===== src/rtl/node_backprop.sv =====
// node_backprop: backward pass of one neuron (sigmoid derivative, delta, weight/bias update, error propagation)
// sharing a single signed Q7.24 multiplier across a small FSM, one multiply per cycle.
module node_backprop #(
  parameter int sx = 2
) (
  input  logic            clk,
  input  logic            rst_n,
  input  logic            start,
  input  logic [32*sx-1:0] nx,
  input  logic [32*sx-1:0] nw,
  input  logic [31:0]     b,
  input  logic [31:0]     y,
  input  logic [31:0]     err,
  input  logic [31:0]     lr,
  output logic            busy,
  output logic            done,
  output logic [32*sx-1:0] nw_new,
  output logic [31:0]     b_new,
  output logic [32*sx-1:0] ne
);
  localparam int n = 32;
  localparam int f = 24;
  localparam logic [n-1:0] one = 32'h0100_0000;
  localparam int jw = (sx > 1) ? $clog2(sx) : 1;
  typedef enum logic [2:0] {IDLE, DSIG, DELTA, LRD, BACK, UPD, DONE} state_t;
  state_t state_q, state_d;
  logic [jw-1:0] j_q, j_d;
  logic [n*sx-1:0] x_q, x_d, w_q, w_d, nw_new_q, nw_new_d, ne_q, ne_d;
  logic [n-1:0] b_q, b_d, y_q, y_d, err_q, err_d, lr_q, lr_d;
  logic [n-1:0] t_q, t_d, delta_q, delta_d, g_q, g_d, b_new_q, b_new_d;
  logic [n-1:0] ma, mb, xj, wj, prod;
  logic signed [2*n-1:0] full;
  assign xj = x_q[j_q*n +: n];
  assign wj = w_q[j_q*n +: n];
  // Operand routing for the shared multiplier; product keeps bits [i:-f] with floor rounding
  always_comb begin
    ma = state_q == DSIG ? y_q : state_q == DELTA ? err_q : state_q == LRD ? lr_q :
         state_q == BACK ? delta_q : g_q;
    mb = state_q == DSIG ? one - y_q : state_q == DELTA ? t_q : state_q == LRD ? delta_q :
         state_q == BACK ? wj : xj;
    full = $signed(ma) * $signed(mb);
    prod = n'(full >>> f);
  end
  always_comb begin
    state_d = state_q;
    j_d = j_q;
    x_d = x_q;
    w_d = w_q;
    b_d = b_q;
    y_d = y_q;
    err_d = err_q;
    lr_d = lr_q;
    t_d = t_q;
    delta_d = delta_q;
    g_d = g_q;
    b_new_d = b_new_q;
    nw_new_d = nw_new_q;
    ne_d = ne_q;
    case (state_q)
      IDLE: if (start) begin
        x_d = nx;
        w_d = nw;
        b_d = b;
        y_d = y;
        err_d = err;
        lr_d = lr;
        j_d = '0;
        state_d = DSIG;
      end
      DSIG: begin
        t_d = prod;
        state_d = DELTA;
      end
      DELTA: begin
        delta_d = prod;
        state_d = LRD;
      end
      LRD: begin
        g_d = prod;
        b_new_d = b_q - prod;
        j_d = '0;
        state_d = BACK;
      end
      BACK: begin
        ne_d[j_q*n +: n] = prod;
        state_d = UPD;
      end
      UPD: begin
        nw_new_d[j_q*n +: n] = wj - prod;
        if (j_q == jw'(sx - 1)) state_d = DONE;
        else begin
          j_d = j_q + jw'(1);
          state_d = BACK;
        end
      end
      default: state_d = IDLE;
    endcase
  end
  always_ff @(posedge clk or negedge rst_n) begin
    if (!rst_n) begin
      state_q <= IDLE;
      j_q <= '0;
      x_q <= '0;
      w_q <= '0;
      b_q <= '0;
      y_q <= '0;
      err_q <= '0;
      lr_q <= '0;
      t_q <= '0;
      delta_q <= '0;
      g_q <= '0;
      b_new_q <= '0;
      nw_new_q <= '0;
      ne_q <= '0;
    end else begin
      state_q <= state_d;
      j_q <= j_d;
      x_q <= x_d;
      w_q <= w_d;
      b_q <= b_d;
      y_q <= y_d;
      err_q <= err_d;
      lr_q <= lr_d;
      t_q <= t_d;
      delta_q <= delta_d;
      g_q <= g_d;
      b_new_q <= b_new_d;
      nw_new_q <= nw_new_d;
      ne_q <= ne_d;
    end
  end
  assign busy = state_q != IDLE && state_q != DONE;
  assign done = state_q == DONE;
  assign nw_new = nw_new_q;
  assign b_new = b_new_q;
  assign ne = ne_q;
endmodule


===== config.mk =====
export PLATFORM = sky130hd
export DESIGN_NAME = node_backprop
export DESIGN_NICKNAME = d
export VERILOG_FILES = /design/src/rtl/node_backprop.sv
export SDC_FILE = /design/constraint.sdc
export NUM_CORES = 2
export LEC_CHECK = 0
export ABC_AREA = 1
export CAP_MARGIN = 20
export CORE_MARGIN = 2
export CORE_UTILIZATION = 55
export CTS_CLUSTER_SIZE = 16
export DETAILED_ROUTE_END_ITERATION = 7
export PLACE_DENSITY = 0.78
export SKIP_CTS_REPAIR_TIMING = 1
export SLEW_MARGIN = 20
export SYNTH_ARGS = -nofsm -noshare
export SYNTH_HDL_FRONTEND = slang
export SYNTH_SLANG_ARGS = --single-unit

===== constraint.sdc =====
create_clock -name clk -period 11.4 [get_ports clk]
set_clock_uncertainty 0.2 [all_clocks]
set_input_delay 1.14 -clock clk [delete_from_list [all_inputs] [get_ports clk]]
set_output_delay 1.14 -clock clk [all_outputs]
set_load 0.005 [all_outputs]

Yosys cells after proc, flatten, opt, wreduce, memory -nomap -nowiden
Index checks and enable logic that the tools add are counted.

storage, ports and cells
  register bits after elaboration = 516
  input bits = 259
  output and inout port bits = 162

cells by class
  add/subtract/negate cells = 5
  multiply operators = 1
  eq/ne operators = 8
  shifts and indexed selects = 5
  muxes and demuxes = 16
  reductions and logical operators = 6

operators by type and width
  kind                                                     count
  2-to-1 mux 32 bit                                        8
  bitwise mux 64 bit                                       2
  variable part select 32 x 34 -> 64 bit                   2
  variable part select 64 x 7 -> 32 bit                    2
  variable shift 32 x 34 -> 64 bit (first input constant)  1
  subtractor 32 bit                                        2
  multiplier 32 x 32 -> 56 bit                             1
  negation 6 -> 34 bit                                     1
  subtractor 25 x 32 -> 32 bit (first input constant)      1
  one-hot mux 3 bit (6 select lines)                       1
  == test 3 bit (second input constant)                    3
  == test 3 x 2 -> 1 bit (second input constant)           2
  nonzero test 3 bit                                       2
  AND reduction 2 bit                                      2
  == test 3 x 1 -> 1 bit (second input constant)           1
  logical NOT 3 bit                                        1
  2-to-1 mux 3 bit                                         1
  inequality test 3 bit (second input constant)            1
  one-hot mux 1 bit (3 select lines)                       1
  2-to-1 mux 1 bit                                         2
  2-to-1 mux 2 bit                                         1
  inequality test 2 bit (second input constant)            1
  adder 1 bit (second input constant)                      1
  logical AND 1 bit                                        1

Depth between registers and ports, before layout
  depth after elaboration = 9
  depth in mapped cells = 65
  gate-level depth less buffers = 64

Worst setup path before layout
No wires, ideal clock.

  path type = register to register
  start = register j_q
  end = register nw_new_q[54], in the netlist nw_new[54]
  arrival = 10.579 ns
  required time = 11.137 ns
  setup slack = 0.559 ns
  cell stages (with the launch flop) = 54
  path buffers = 7
  period minus slack after synthesis = 10.841 ns
  path through = dfrtp_1 buf_2 buf_2 buf_2 buf_2 clkbuf_1 clkbuf_1 nand2_1 o21ai_0 o21ai_0 o21ai_0 o211ai_1 o21ai_1 clkbuf_1 nand2_1 fa_1 inv_1 fa_1 (+18 left out) inv_1 a31oi_1 o21ai_0 a21oi_1 o21bai_1 nand2_1 nand2_1 a21oi_1 o21ai_0 nand2_1 nand3_1 nand2_1 a21oi_1 o21ai_1 or2_1 nand3_1 nand2_1 inv_1

on the way
  longest elaborated chain between the ends = 9
  elaborated cells between the ends (all ways) = 12
  those cells by class = 2 x add/sub; 1 x mul; 4 x shift; 5 x mux

RTL lines
  item                                                             RTL line  RTL
  start: declaration                                               27        logic [jw-1:0] j_q, j_d;
  start signal: assignment                                         117       j_q <= j_d;
  variable part select 64 x 7 -> 32 bit, on equally long branches  33, 34
  2-to-1 mux 32 bit *                                              40        state_q == BACK ? wj : xj;
  2-to-1 mux 32 bit * (3 in series)                                39        mb = state_q == DSIG ? one - y_q : state_q == DELTA ? t_q : state_q == LRD ? delta_q :
  multiplier 32 x 32 -> 56 bit *                                   41        full = $signed(ma) * $signed(mb);
  named net full[24]                                               32        logic signed [2*n-1:0] full;
  subtractor 32 bit *                                              89        nw_new_d[j_q*n +: n] = wj - prod;
  variable part select 32 x 34 -> 64 bit *                         89
  bitwise mux 64 bit *                                             89
  end signal: assignment                                           128       nw_new_q <= nw_new_d;
  end: declaration                                                 28        logic [n*sx-1:0] x_q, x_d, w_q, w_d, nw_new_q, nw_new_d, ne_q, ne_d;

The timed path passes the listed nets; every way through them passes the cells marked *.
A chain may end at the register's enable or synchronous reset.

Worst setup path in the final report
  start = register state_q[2]
  end = register nw_new_q[25], in the netlist nw_new[25]

on the way
  longest elaborated chain between the ends = 9
  elaborated cells between the ends (all ways) = 17
  those cells by class = 1 x add/sub; 1 x mul; 5 x eq/ne; 1 x shift; 9 x mux

RTL lines
  item                                                       RTL line  RTL
  start: declaration                                         26        state_t state_q, state_d;
  start signal: assignment                                   116       state_q <= state_d;
  == test 3 bit                                              38, 40
  2-to-1 mux 32 bit, on equally long branches                38, 40
  2-to-1 mux 32 bit, on equally long branches (3 in series)  37, 39
  multiplier 32 x 32 -> 56 bit                               41
  subtractor 32 bit                                          89
  variable part select 32 x 34 -> 64 bit                     89
  bitwise mux 64 bit                                         89

Several ways; a longest one is shown, not always the timed one.

==> results.ini <==
[status]
status=complete, but fails checks
violations=DRC

[timing]
slew_viol_final=0
finalCritPeriodShare=0.9707
worstMarginPinSlew_ns=1.106
fmax_ghz=0.09037
slew_headroom=0.2626
rsz0062_at_grt=true
setup_violations=0
setup_ws_ns=0.3340
hold_viol=0
fin_tns_setup_ns=0
period_needed_ns=11.07

[floorplan]
coreArea_mm2=0.1074
start_util=0.5564
die_h_um=333.6
fp.dieW_um=333.6
placementRows=120
pin_count=421
fp.dieArea_mm2=0.1113

[routing]
drcViolationCount=1
drt-pass1-iter-count=8
routed_via_density=5.654
vias=53210
post_drt_wl_per_cell_um=23.42
wl_um=220400
ant_nets=0
drt_iter0_markers=5111

[grt]
grt_first_pass_wirelength_um=334900
grt_use_total=0.4015
overflow=0
grt_max_degree=189
grt_pass1_vias=55340
antenna_found_initial=10

[yosys]
ys_warn_count=0
synth_nets=8674
synth.avg_cell_area_um2=8.276
synth_seq_cells=516
synth_edf_count=0
ys_types=53
synthArstFlopShare=1.000
netlist_instances=7217
netlist_area_mm2=0.05973
synth_top_flop_cell=dfrtp_1
yosysSeqAreaShare=0.2162

[critical_path]
worst-r2r-cell-count=45
cp_max_fo=23
crit_top_cell=fa_1
path_class=flip-flop to flip-flop
critPathLaunchType=flip-flop
arrival_ns=11.36
end_kind=flip-flop
critical_path.max_stage_delay_ns=0.63
crit_required_ns=11.70
critical-path-slowest-cell=o21ai_0

[cts]
clock-sinks=516
worstSkewPairLatency_ns=0.66
cts_root_buf=clkbuf_16
cts_tree=done
ctsHtreeMaxLevel=2
clock_path_buffers=3
clk_pin_slew_worst_paths_ns=0.07
cts_buffers=54

[final_layout]
final_util=0.6719
num-fill-cells=8708
area_growth_pct=20.76
design_area_mm2=0.07213
drive_above_1_share=0.1352
fin_nets=9419
area.sequential_mm2=0.01292
multi_input_area_mm2=0.04067

[flow_run]
drv_cap=0

[placed_design]
port_buffers=420
dpl_cell_area_mm2=0.06900
dp_hpwl_um=181300
dpl_worst_slack_ns=-0.4759
gp_congestion=1.029

[hold_path]
hold_path.class=primary input to asynchronous set/reset pin

area by class of cell:
class                      count  share of cell area
multi-input combinational   4877              0.5638
antenna                        6           0.0002081
sequential                   516              0.1791
clock inverter                26            0.006106
timing repair buffer         996              0.1259
timing repair inverter         1          0.00006938
tap                         1403             0.02434
clock buffer                  71             0.02114
inverter                    1516             0.07932
per-stage QoR:
step | std cells | hold WS (ns)
floorplan | 7217 | 0.2472
global placement | 9274 | 0.2587
detailed placement | 9274 | 0.2588
CTS | 9371 | 0.2739
global route | 9410 | 0.1724
finish | 9412 | 0.1522
flip-flops by register name (all words and copies together), names as in the netlist:
signal	cells
ne	64
nw_new	64
w_q	64
x_q	64
b_new	32
b_q	32
delta_q	32
err_q	32
g_q	32
lr_q	32
t_q	32
y_q	32
state_q	3
j_q	1
critical path: cells and delay by family (launching register included):
| kind | cells | cell delay (ns) |
|---|---|---|
| XOR/XNOR | 2 | 0.50 |
| AO/OA/AOI/OAI | 10 | 2.33 |
| flip-flops | 1 | 0.47 |
| AND/OR/NAND/NOR | 12 | 1.21 |
| buffers and inverters | 11 | 1.48 |
| adder cells (fa/ha/maj) | 10 | 4.70 |
cell families (layout without fill, tap and decap cells):
family	count (synthesis)	count (layout)	synth area share
other cells	0	6	0
mux	131	131	0.02461
simple gates	2563	2563	0.1741
flops	516	516	0.2162
fa+ha+maj	1198	1198	0.3746
compound gates	897	898	0.08226
buf+inv	1825	2610	0.1155
xor+xnor	87	87	0.01276
metal layers:
layer / global-route usage / up-vias / part of all wire
met1: 0.5201 / 26600 / 0.37
met3: 0.08140 / 609 / 0.10
met5: 0 / - / 0.000073
met4: 0.2125 / 2 / 0.066
met2: 0.6398 / 2793 / 0.46
li1: - / 23210 / -
path summary, 6_finish.rpt:
kind                            startpoint    endpoint  slack [ns]
min in group clk                  b_new[1]    b_new[1]        0.27
worst min register to register    b_new[1]    b_new[1]        0.27
worst max register to register  state_q[2]  nw_new[25]        0.33
worst max-delay path            state_q[2]  nw_new[25]        0.33
worst min-delay path                 rst_n   nw_new[9]        0.15
max in group asynchronous            rst_n      y_q[0]        8.66
synthesized netlist by cell type, types with 4 or more instances:
cell,count,share of area
a21o_1,5,0.00063
nand2_1,1715,0.11
nor2_2,14,0.0015
mux2_2,127,0.024
o21a_1,27,0.0034
nor4_1,9,0.00094
buf_1,30,0.0019
o21ai_0,501,0.042
fa_1,984,0.33
mux2i_1,4,0.00067
buf_2,16,0.0013
a21boi_0,4,0.00050
xor2_1,49,0.0072
ha_1,214,0.045
inv_1,1466,0.092
nand2_2,46,0.0048
clkinv_1,9,0.00057
nand3b_1,9,0.0011
nand3_1,195,0.016
a22oi_1,14,0.0018
o21bai_1,8,0.0010
nor2_4,4,0.00075
xnor2_1,38,0.0056
inv_2,41,0.0026
o21ai_1,26,0.0022
or2_2,16,0.0017
nor2_1,471,0.030
nand4_1,32,0.0034
a31oi_1,23,0.0024
nor3_1,28,0.0023
clkbuf_1,259,0.016
o31ai_1,10,0.0013
nand3_2,17,0.0028
o211ai_1,60,0.0075
dfrtp_1,516,0.22
a21oi_1,198,0.017
cells in the final DEF (no fill, tap or decap), drive strengths merged, types with 199 or more instances in the layout:
| cell type | instances |
|---|---|
| o21ai | 527 |
| fa | 984 |
| ha | 214 |
| clkdlybuf4s50 | 419 |
| nand3 | 212 |
| inv | 1510 |
| nand2 | 1763 |
| dfrtp | 516 |
| nor2 | 489 |
| a21oi | 199 |
| buf | 575 |
Power is left out: the tool's default activity adds up to more than one toggle a clock period on the data nets, which glitch-free logic cannot reach.
